[src/rtl/pwm_capture.sv]
// PWM capture: measures high time and period of pwm_in per PWM cycle and flags stuck lines.
// Define PWM_CAPTURE_SYNC_EN to insert a 2-flop synchronizer on pwm_in for asynchronous sources.
module pwm_capture #(
  parameter int COUNT_WIDTH = 16
) (
  input  logic                   clk,
  input  logic                   reset,
  input  logic                   enable,
  input  logic                   pwm_in,
  output logic [COUNT_WIDTH-1:0] high_count,
  output logic [COUNT_WIDTH-1:0] period_count,
  output logic                   result_valid,
  input  logic                   result_ready,
  output logic                   overrun,
  output logic                   stuck_high,
  output logic                   stuck_low
);

  localparam logic [1:0] IDLE      = 2'd0;
  localparam logic [1:0] WAIT_RISE = 2'd1;
  localparam logic [1:0] MEAS_HIGH = 2'd2;
  localparam logic [1:0] MEAS_LOW  = 2'd3;

  localparam logic [COUNT_WIDTH-1:0] CNT_MAX = '1;
  localparam logic [COUNT_WIDTH-1:0] CNT_ONE = COUNT_WIDTH'(1);

  logic                   s;
  logic                   s_d;
  logic                   rise;
  logic                   fall;
  logic [1:0]             state;
  logic [1:0]             state_next;
  logic [COUNT_WIDTH-1:0] cnt;
  logic [COUNT_WIDTH-1:0] hi_tmp;
  logic                   cnt_sat;
  logic                   latch_hi;
  logic                   publish;
  logic                   set_high;
  logic                   set_low;

`ifdef PWM_CAPTURE_SYNC_EN
  logic sync_q1;
  logic sync_q2;

  // NOTE: sequential state uses non-blocking assignments so every flop samples pre-edge values.
  always_ff @(posedge clk) begin
    if (reset) begin
      sync_q1 <= 1'b0;
      sync_q2 <= 1'b0;
    end else begin
      sync_q1 <= pwm_in;
      sync_q2 <= sync_q1;
    end
  end

  assign s = sync_q2;
`else
  assign s = pwm_in;
`endif

  always_ff @(posedge clk) begin
    if (reset) s_d <= 1'b0;
    else       s_d <= s;
  end

  assign rise    = s & ~s_d;
  assign fall    = ~s & s_d;
  assign cnt_sat = (cnt == CNT_MAX);

  // Saturation wins over edges: a measuring cycle that reaches all-ones is a stuck line.
  always_comb begin
    // NOTE: every output of this block gets a default first, so no latch can be inferred.
    state_next = state;
    latch_hi   = 1'b0;
    publish    = 1'b0;
    set_high   = 1'b0;
    set_low    = 1'b0;
    if (!enable) begin
      state_next = IDLE;
    end else begin
      case (state)
        IDLE: state_next = WAIT_RISE;
        WAIT_RISE: begin
          if (rise) state_next = MEAS_HIGH;
        end
        MEAS_HIGH: begin
          if (cnt_sat) begin
            state_next = WAIT_RISE;
            set_high   = s;
            set_low    = ~s;
          end else if (fall) begin
            latch_hi   = 1'b1;
            state_next = MEAS_LOW;
          end
        end
        MEAS_LOW: begin
          if (cnt_sat) begin
            state_next = WAIT_RISE;
            set_high   = s;
            set_low    = ~s;
          end else if (rise) begin
            publish    = 1'b1;
            state_next = MEAS_HIGH;
          end
        end
        default: state_next = IDLE;
      endcase
    end
  end

  always_ff @(posedge clk) begin
    if (reset) state <= IDLE;
    else       state <= state_next;
  end

  always_ff @(posedge clk) begin
    if (reset) begin
      cnt <= '0;
    end else if (!enable || state == IDLE) begin
      cnt <= '0;
    end else if (rise) begin
      cnt <= CNT_ONE;
    end else if (!cnt_sat) begin
      cnt <= cnt + CNT_ONE;
    end
  end

  always_ff @(posedge clk) begin
    if (reset)         hi_tmp <= '0;
    else if (latch_hi) hi_tmp <= cnt;
  end

  // A publish into an occupied, unaccepted slot is dropped and reported via overrun.
  always_ff @(posedge clk) begin
    if (reset) begin
      high_count   <= '0;
      period_count <= '0;
      result_valid <= 1'b0;
      overrun      <= 1'b0;
    end else begin
      overrun <= 1'b0;
      if (!enable) begin
        result_valid <= 1'b0;
      end else if (publish) begin
        if (!result_valid || result_ready) begin
          high_count   <= hi_tmp;
          period_count <= cnt;
          result_valid <= 1'b1;
        end else begin
          overrun <= 1'b1;
        end
      end else if (result_ready) begin
        result_valid <= 1'b0;
      end
    end
  end

  always_ff @(posedge clk) begin
    if (reset || !enable) begin
      stuck_high <= 1'b0;
      stuck_low  <= 1'b0;
    end else if (set_high) begin
      stuck_high <= 1'b1;
    end else if (set_low) begin
      stuck_low <= 1'b1;
    end else if (rise) begin
      stuck_high <= 1'b0;
      stuck_low  <= 1'b0;
    end
  end

endmodule
[config.mk]
export PLATFORM = sky130hd
export DESIGN_NAME = pwm_capture
export DESIGN_NICKNAME = d
export VERILOG_FILES = /design/src/rtl/pwm_capture.sv
export SDC_FILE = /design/constraint.sdc
export NUM_CORES = 1
export LEC_CHECK = 0
export CORE_MARGIN = 2
export CORE_UTILIZATION = 49
export CTS_CLUSTER_DIAMETER = 200
export DETAILED_ROUTE_END_ITERATION = 10
export PLACE_DENSITY = 0.75
export SYNTH_ARGS = -nofsm -noshare
export SYNTH_HDL_FRONTEND = slang
export SYNTH_SLANG_ARGS = --single-unit
export TNS_END_PERCENT = 100
[constraint.sdc]
create_clock -name clk -period 1.75 [get_ports clk]
set_input_delay 0.2625 -clock clk [delete_from_list [all_inputs] [get_ports clk]]
set_output_delay 0.2625 -clock clk [all_outputs]
set_load 0.02 [all_outputs]
==> flow_summary_export.csv, run 1 <==
group,metric,value,unit
layout,final_common_cell,"nand2b_1",
layout,utilization,0.6613,
place,dp_hpwl,4211,um
floorplanning,initial_utilization,0.5139,
timing,setup_viol,0,
yosys,ys_seq_elements,71,
routing,ant_nets,0,
yosys,yosys_warnings,0,
layout,drive_gt1_frac,0.1543,
power_and_ir_drop,power.switching,651.8,uW
floorplanning,die-area,6971,um2
timing,min_period,1.689,ns
timing,worst_pin_slew,0.4646,ns
global_route,grt_pass1_wl,10360,um
routing,drt-total-wl,6461,um
global_route,grt_max_degree,67,
routing,drc,0,
status,outcome,"finished, final reports clean",
power_and_ir_drop,p_per_area,744.5,nW/um2
timing,hold_viol,0,
routing,avgRoutedWirePerCell,14.33,um
clocking,numCtsBuffers,9,
place,io_buffers,40,
timing,rsz0062_at_grt,"no",
global_route,track_usage,0.1842,
clocking,clockBufferDepth,2,
worst_setup_path,cp_max_fo,8,
timing,period_share,0.9649,
layout,antenna-diode-count,0,
worst_setup_path,r2r_start,"cnt[1]",
power_and_ir_drop,ir_drop,0.4775,mV
clocking,cts.sinks,71,
clocking,worst_skew_pair.late_latency,0.34,ns
yosys,postSynthCellCount,307,
power_and_ir_drop,pwr-share-clk,0.422,
worst_setup_path,endpoint,"high_count[11]",
timing,slew_headroom,0.6903,
yosys,yosysTopAreaCellShare,0.4590,
min_path,min_path_type,"input port to flip-flop",
power_and_ir_drop,p_sw_frac,0.2197,
clocking,cts_root_buffer,"clkbuf_8",
power_and_ir_drop,power.leakage,0.001621,uW
clocking,clkTransAtPathRegs,0.08,ns
job,drv_cap,0,
timing,final_max_slew_viol_count,0,
global_route,antenna_found_initial,0,
routing,first_iter_violations,104,
floorplanning,core,6026,um2
worst_setup_path,worstRegToRegCells,6,
worst_setup_path,reg2reg_slack,0.06,ns
worst_setup_path,worstSetupStartpoint,"cnt[1]",
timing,skew,0.008521,ns
place,gp_congestion,0.8740,
routing,vias,2384,
worst_setup_path,crit_arrival,1.95,ns
worst_setup_path,cp.required,2.01,ns
worst_setup_path,end_kind,"flip-flop",
global_route,grt_overflow,0,
clocking,htree_levels,3,
worst_setup_path,r2r_end,"high_count[11]",
timing,clock.fmax,0.5922,GHz
yosys,synth.avg_cell_area,10.09,um2
floorplanning,die_x,83.50,um
yosys,netlist_area,3097,um2
routing,drt_first_pass_iters,4,
layout,final_cell_mix,"nand2b_1 (69), dfxtp_1 (68), mux2i_1 (50)",
yosys,synth_top_cell_by_area,"dfxtp_1",
floorplanning,dieHeight,83.50,um
floorplanning,rows,28,
yosys,syn_nets,313,
timing,holdWs,0.2637,ns
clocking,cts_tree,"yes",
yosys,synth_cell_type_count,40,
worst_setup_path,start_kind,"flip-flop",
power_and_ir_drop,p_comb_frac,0.031,
worst_setup_path,critPathKind,"flip-flop to flip-flop",
power_and_ir_drop,p_seq_frac,0.547,
power_and_ir_drop,p_int,2315,uW
layout,layout.nets,378,
routing,vias_per_cell,5.286,
floorplanning,ioPinCount,41,
yosys,synth.area.top_cells,"dfxtp_1 (46%), mux2i_1 (16%), nand2b_1 (14%), buf_12 (1.9%), a21oi_1 (1.5%)",
layout,syn2layout_area_growth,28.69,%
global_route,grt_pass1_vias,2221,
yosys,ys_seq_area_frac,0.4590,
## timing repair
item / CTS / global route
resized for setup: 0 / 9
setup buffers: 0 / 1
setup endpoints to repair: 0 / 52
hold buffers: 0 / 0
## synth_stat cells (all sizes together)
library cell  count
dfxtp            71
nand2b           69
mux2i            51
clkbuf           11
nand2            11
nor2             11
a21oi             9
nand3             9
a31oi             6
buf               6
nand4             6
nor3              6
o21ai             6
or3               6
and3              3
and4              3
inv               3
nor2b             2
nor4              2
or4b              2
a211oi            1
a21boi            1
a21o              1
a41o              1
and4b             1
ha                1
mux2              1
o2111ai           1
o311ai            1
o31a              1
o31ai             1
o41ai             1
or4               1
xor2              1
## per-stage QoR
stage          power [uW]  worst slack, ns  setup TNS, ns  instance area [um2]  std cells
5_1_grt              3092         0.003895              0                 3985        451
2_1_floorplan        1718          0.02669              0                 3110        307
3_5_place_dp         1751          -0.3184         -11.59                 3704        432
3_3_place_gp         1750          -0.3359         -11.23                 3704        432
6_report             2967          0.06150              0                 3985        451
4_1_cts              2989          0.02482              0                 3890        447
## kinds of logic (layout without fill, tap and decap cells)
family          Yosys count  count (layout)  share of synthesized area
simple gates            132             132                     0.2598
flops                    71              71                     0.4590
xor+xnor                  1               1                   0.002829
compound gates           30              30                    0.06061
mux                      52              52                     0.1685
fa+ha+maj                 1               1                   0.004040
buf+inv                  20              89                    0.04525
## power groups by stage
stage | clock network (uW) | registers [uW] | logic (uW)
after global placement | 0 | 1660 | 89.2
final | 1250 | 1620 | 91.7
after global routing | 1370 | 1620 | 98.0
after detailed placement | 0 | 1660 | 90.0
after floorplan | 0 | 1660 | 57.1
after CTS | 1280 | 1620 | 91.2
## state kept, by name, indices dropped and copies added (netlist names)
signal and cells:
overrun 1, state 2, hi_tmp 16, s_d 1, period_count 16, stuck_high 1
stuck_low 1, cnt 16, result_valid 1, high_count 16
## worst min path at each step
stage	startpoint	to	slack, ns	cells past startpoint
6_report	pwm_in	state[0]	0.26	2
5_1_grt	pwm_in	state[0]	0.27	2
4_1_cts	stuck_high	stuck_high	0.46	2
3_5_place_dp	stuck_high	stuck_high	0.45	2
3_3_place_gp	stuck_high	stuck_high	0.44	2
2_1_floorplan	pwm_in	state[0]	0.36	1
## critical path, stage by stage, from the launching register on
cell and delay [ns]:
dfxtp_2 0.35, ha_4 0.17, nand4_4 0.15, nor4_4 0.32
or3_4 0.26, clkbuf_16 0.18, mux2i_1 0.18
## layout make-up
cell class | instances | area, um2
fill | 496 | 2041
multi-input combinational | 216 | 1562
sequential | 71 | 1425
timing repair buffer | 71 | 706.9
clock buffer | 9 | 123.9
tap | 75 | 93.84
clock inverter | 6 | 62.56
inverter | 3 | 11.26
## per-layer routing
| metal | track usage | routed length, um |
|---|---|---|
| met1 | 0.2564 | 3148 |
| met2 | 0.2779 | 2980 |
| met3 | 0.04451 | 253 |
| met4 | 0.06891 | 79 |
| met5 | 0 | 0 |
(Power assumes the default switching activity.)
==> run 2: changes to the inputs <==
--- a/config.mk
+++ b/config.mk
@@ -5,11 +5,14 @@
 export SDC_FILE = /design/constraint.sdc
 export NUM_CORES = 1
 export LEC_CHECK = 0
+export CORE_ASPECT_RATIO = 2
 export CORE_MARGIN = 2
 export CORE_UTILIZATION = 49
 export CTS_CLUSTER_DIAMETER = 200
 export DETAILED_ROUTE_END_ITERATION = 10
+export HOLD_SLACK_MARGIN = 0.1
 export PLACE_DENSITY = 0.75
+export RECOVER_POWER = 100
 export SYNTH_ARGS = -nofsm -noshare
 export SYNTH_HDL_FRONTEND = slang
 export SYNTH_SLANG_ARGS = --single-unit
==> run 2 against run 1 <==
Net effect:
- clock-buffer cell count increased by 1
- largest cell class unchanged
- via count increased by 2.9%
- clock skew shrank 0.0012 ns
- sequential cell count did not move
- critical endpoint is now cnt[13]
- wire length up 3.2%
- critical path type unchanged
- clock power rose by 43%
- sequential share of layout area is 1.4 points lower
- setup slack got worse by 0.012 ns
- final area is 4.0% higher
- first-iteration DRC count down 13%
==> flow_summary_export.csv, run 2 (synthesized netlist as in run 1, its figures left out) <==
group,metric,value,unit
status,outcome,"finished, final reports clean",
routing,avgRoutedWirePerCell,14.15,um
power_and_ir_drop,p_seq_frac,0.462,
job,drv_cap,0,
global_route,antenna_found_initial,0,
place,place_inst,453,
worst_setup_path,end_kind,"flip-flop",
min_path,min_path_type,"flip-flop to flip-flop",
place,gp_congestion,0.8413,
power_and_ir_drop,p_comb_frac,0.028,
layout,final_cell_mix,"nand2b_1 (69), dfxtp_1 (69), mux2i_1 (50)",
timing,tns,0,ns
clocking,cts_tree,"yes",
floorplanning,core,6207,um2
timing,final_max_slew_viol_count,0,
layout,fillers,495,
layout,antenna-diode-count,0,
worst_setup_path,slowest_stage,"or4b_1",
clocking,cts_root_buffer,"clkbuf_16",
routing,drt_first_pass_iters,4,
power_and_ir_drop,ir_drop,0.9564,mV
power_and_ir_drop,power.leakage,0.001818,uW
worst_setup_path,slowest_delay,0.58,ns
worst_setup_path,r2r_end,"cnt[13]",
worst_setup_path,start_kind,"flip-flop",
global_route,grt_max_degree,67,
worst_setup_path,critPathBufInv,0,
timing,hold_viol,0,
floorplanning,die_x,60.22,um
clocking,hold_buffers,0,
global_route,grt_pass1_vias,2408,
routing,vias,2454,
worst_setup_path,worstSetupStartpoint,"cnt[4]",
clocking,worst_skew_pair.late_latency,0.33,ns
worst_setup_path,cp_num_cells,4,
worst_setup_path,crit_arrival,1.93,ns
power_and_ir_drop,p_per_area,849.4,nW/um2
timing,setup_viol,0,
routing,first_iter_violations,90,
routing,vias_per_cell,5.210,
power_and_ir_drop,pwr-share-clk,0.510,
timing,skew,0.007342,ns
clocking,numCtsBuffers,9,
power_and_ir_drop,power.switching,711.5,uW
floorplanning,initial_utilization,0.4989,
worst_setup_path,reg2reg_slack,0.05,ns
power_and_ir_drop,p_sw_frac,0.2022,
worst_setup_path,endpoint,"cnt[13]",
routing,drc,0,
routing,ant_nets,0,
routing,drt-total-wl,6667,um
worst_setup_path,critPathTopFamily,"simple AND/OR/NAND/NOR gates",
timing,clock.fmax,0.5880,GHz
worst_setup_path,r2r_start,"cnt[4]",
floorplanning,rows,41,
worst_setup_path,worstRegToRegCells,4,
floorplanning,ioPinCount,41,
clocking,htree_levels,3,
global_route,grt_overflow,0,
clocking,clkTransAtPathRegs,0.06,ns
clocking,cts.sinks,71,
timing,worst_pin_slew,0.6160,ns
worst_setup_path,cp_max_fo,6,
timing,slew_headroom,0.5883,
worst_setup_path,critPathKind,"flip-flop to flip-flop",
place,dp_hpwl,4671,um
clocking,clockBufferDepth,2,
floorplanning,die-area,7011,um2
global_route,grt_pass1_wl,10620,um
global_route,track_usage,0.2010,
worst_setup_path,crit_chain,"and3_1 > nand3_1 > or4b_1 > mux2i_1",
timing,period_share,0.9719,
power_and_ir_drop,p_int,2808,uW
layout,drive_gt1_frac,0.1740,
floorplanning,dieHeight,116.4,um
place,io_buffers,40,
layout,layout.nets,386,
layout,syn2layout_area_growth,33.78,%
worst_setup_path,cp.required,1.98,ns
timing,min_period,1.701,ns
layout,stdcell_count,471,
## run 2: cell count changes in the layout (fill, tap and decap cells not counted), moves of 2 or more
cell and change:
buf_4 +8, dlygate4sd3_1 +36, clkinvlp_4 +2, clkbuf_2 +2, clkbuf_8 -8, buf_12 -2
clkdlybuf4s50_1 -35, clkbuf_16 +8, clkinv_4 -2
## run 2: worst min-delay path by stage
| stage | cells after the start | slack (ns) | to | startpoint |
|---|---|---|---|---|
| after CTS | 2 | 0.46 | stuck_high | stuck_high |
| final | 2 | 0.46 | stuck_high | stuck_high |
| after detailed placement | 2 | 0.46 | stuck_high | stuck_high |
| after global routing | 2 | 0.50 | stuck_high | stuck_high |
| after global placement | 2 | 0.45 | stuck_high | stuck_high |
| after floorplan | 1 | 0.36 | state[0] | pwm_in |
## run 2: what timing repair did
| action | 4_1_cts | 5_1_grt |
|---|---|---|
| endpoints found under the setup margin | 17 | 34 |
| hold endpoints to repair | 0 | 0 |
| cloned | 0 | 1 |
| pin swaps | 2 | 2 |
| setup buffers | 1 | 0 |
| gates resized for setup | 3 | 8 |
## run 2: power by group through the flow
stage	sequential [uW]	combinational, uW	clock, uW
after floorplan	1660	57.1	0
after global placement	1660	94.7	0
after detailed placement	1660	97.6	0
after CTS	1620	98.0	1830
after global routing	1620	109	1890
final	1620	99.6	1790
## run 2: worst reg2reg max path, delay by kind of cell, from the launching register on
kind	cells	cell delay, ns
multiplexers	1	0.13
flip-flops	1	0.43
AND/OR/NAND/NOR	3	1.04
## run 2: cell type report
type                    count  area (um2)  area share
clock buffers              10       239.0     0.05769
clock inverters             6       60.06     0.01450
inverters                   3       11.26    0.002718
multi-input cells         216        1575      0.3802
flip-flops and latches     71        1424      0.3437
well taps                  86       107.6     0.02597
repair buffers             79       725.7      0.1752
## run 2: metal layers
layer / part of all wire / track usage
met3: 0.034 / 0.04430
met2: 0.54 / 0.3486
met5: 0 / 0
met4: 0.023 / 0.1007
met1: 0.40 / 0.2226
## run 2: through the flow
stage                     utilization  cell area (um2)  power (uW)  setup slack [ns]  hold slack [ns]
after floorplan                     -             3110        1718           0.02669           0.3614
after global placement         0.6090             3780        1754           -0.2849           0.4496
after detailed placement       0.6090             3780        1757           -0.3817           0.4563
after CTS                      0.6599             4096        3552          0.001700           0.4638
after global routing           0.6674             4143        3618         -0.002178           0.4957
final                          0.6674             4143        3519           0.04923           0.4559
==> run 3: changes to the inputs <==
--- a/config.mk
+++ b/config.mk
@@ -5,13 +5,15 @@
 export SDC_FILE = /design/constraint.sdc
 export NUM_CORES = 1
 export LEC_CHECK = 0
+export CELL_PAD_IN_SITES_DETAIL_PLACEMENT = 1
+export CELL_PAD_IN_SITES_GLOBAL_PLACEMENT = 1
 export CORE_ASPECT_RATIO = 2
 export CORE_MARGIN = 2
-export CORE_UTILIZATION = 49
+export CORE_UTILIZATION = 38
 export CTS_CLUSTER_DIAMETER = 200
 export DETAILED_ROUTE_END_ITERATION = 10
 export HOLD_SLACK_MARGIN = 0.1
-export PLACE_DENSITY = 0.75
+export PLACE_DENSITY_LB_ADDON = 0.1
 export RECOVER_POWER = 100
 export SYNTH_ARGS = -nofsm -noshare
 export SYNTH_HDL_FRONTEND = slang
==> run 3 against run 2 <==
Net effect:
- hold slack worse by 0.0025 ns
- power down 4.1%
- core utilization down 14 points
- setup slack about the same
- clock-buffer cell count up 2
- register-to-register slack about the same
- sequential power about the same
- non-clock buffer count up 4
==> flow_summary_export.csv, run 3 (synthesized netlist as in run 1, its figures left out) <==
group,metric,value,unit
timing,worst_pin_slew,0.4794,ns
min_path,min_path_type,"flip-flop to flip-flop",
worst_setup_path,critPathKind,"flip-flop to flip-flop",
floorplanning,ioPinCount,41,
timing,min_period,1.701,ns
global_route,use_met2,0.3088,
timing,slew_headroom,0.6804,
worst_setup_path,end_kind,"flip-flop",
global_route,grt-busiest-layer,"met2",
clocking,hold_buffers,0,
min_path,hold_depth,2,
layout,layout.nets,390,
routing,vias_per_cell,5.161,
routing,drt_first_pass_iters,4,
timing,final_max_slew_viol_count,0,
power_and_ir_drop,p_per_area,803.8,nW/um2
routing,drt-total-wl,7874,um
worst_setup_path,worstRegToRegCells,6,
layout,drive_gt1_frac,0.1856,
floorplanning,rows,46,
worst_setup_path,start_kind,"flip-flop",
clocking,clkTransAtPathRegs,0.05,ns
global_route,grt_use_met3,0.04281,
clocking,worst_skew_pair.late_latency,0.33,ns
clocking,cts_tree,"yes",
routing,vias,2498,
power_and_ir_drop,power.leakage,0.001783,uW
clocking,numCtsBuffers,9,
routing,avgRoutedWirePerCell,16.27,um
global_route,track_usage,0.1844,
global_route,grt_pass1_vias,2474,
worst_setup_path,cp_max_fo,8,
timing,rsz0062_at_grt,"yes",
clocking,htree_levels,3,
floorplanning,core,7943,um2
power_and_ir_drop,ir_drop,0.4440,mV
floorplanning,dieHeight,131.7,um
global_route,use_met1,0.2171,
place,place_ws,-0.3420,ns
layout,fillers,902,
routing,ant_nets,0,
routing,drc,0,
floorplanning,die_x,67.83,um
floorplanning,die-area,8931,um2
timing,skew,0.003853,ns
place,io_buffers,40,
layout,antenna-diode-count,0,
place,gp_congestion,0.7961,
layout,syn2layout_area_growth,35.51,%
global_route,grt_pass1_wl,12490,um
timing,hold_viol,0,
timing,period_share,0.9718,
global_route,grt_max_degree,67,
timing,clock.fmax,0.5880,GHz
job,drv_cap,0,
clocking,clockBufferDepth,2,
status,outcome,"finished, final reports clean",
global_route,grt_overflow,0,
clocking,cts_root_buffer,"clkbuf_16",
global_route,antenna_found_initial,0,
worst_setup_path,crit_arrival,1.96,ns
clocking,cts.sinks,71,
routing,first_iter_violations,134,
timing,setup_viol,0,
layout,final_common_cell,"nand2b_1",
layout,final_cell_mix,"nand2b_1 (69), dfxtp_1 (65), mux2i_1 (50)",
place,dp_hpwl,5315,um
timing,setup_slack,0.04933,ns
power_and_ir_drop,power,3373,uW
floorplanning,initial_utilization,0.3899,
worst_setup_path,cp.required,2.01,ns
[run 3: cell types whose count changed in the layout (fill, tap and decap cells not counted), moves of 2 or more]
cell             delta
dlygate4sd3_1      -14
dfxtp_2             +4
clkinv_2            -2
clkdlybuf4s50_1    +14
buf_12              +4
dfxtp_1             -4
[run 3: final timing paths]
path	slack, ns	startpoint	to
hold / removal	0.45	stuck_high	stuck_high
hold reg to reg	0.45	stuck_high	stuck_high
setup / recovery	0.05	cnt[1]	period_count[6]
setup reg to reg	0.05	cnt[1]	period_count[6]
[run 3: layout make-up]
class                      instances  area [um2]  share of cell area
multi-input combinational        216        1563              0.3724
sequential                        71        1429              0.3405
timing repair buffer              83       807.0              0.1923
tap                               96       120.1             0.02862
clock inverter                     3       20.02            0.004770
clock buffer                      12       246.5             0.05874
inverter                           3       11.26            0.002683
[run 3: worst max-delay path, stage by stage, from the launching register on]
cell	delay, ns
dfxtp_2	0.35
ha_4	0.17
nand4_4	0.16
nor4_4	0.28
or3_4	0.28
clkbuf_16	0.19
mux2i_1	0.18
[run 3: routing by layer]
metal  wire length (um)  vias to the layer above
li1                   -                     1225
met1               3106                     1222
met2               4411                       36
met3                187                       15
met4                168                        0
met5                  0                        -
[run 3: repair_timing]
action,CTS,global route
setup endpoints to repair,36,52
setup buffers,0,7
cloned,0,3
pin swaps,0,2
resized for setup,0,13
[run 3: through the flow]
stage          cell area, um2  instances  TNS, ns  utilization  hold slack (ns)
6_report                 4197        484        0       0.5284           0.4534
5_1_grt                  4197        484   -1.138       0.5284           0.4922
4_1_cts                  4041        474  -0.4840       0.5088           0.4612
3_5_place_dp             3775        459   -12.14       0.4753           0.4545
3_3_place_gp             3775        459   -9.919       0.4753           0.4451
2_1_floorplan            3110        307        0            -           0.3614
[run 3: report_power, final]
| part | internal, uW | switching (uW) |
|---|---|---|
| sequential | 1620 | 5.05 |
| combinational | 51.9 | 45.6 |
| clock | 987 | 662 |
| total | 2660 | 713 |
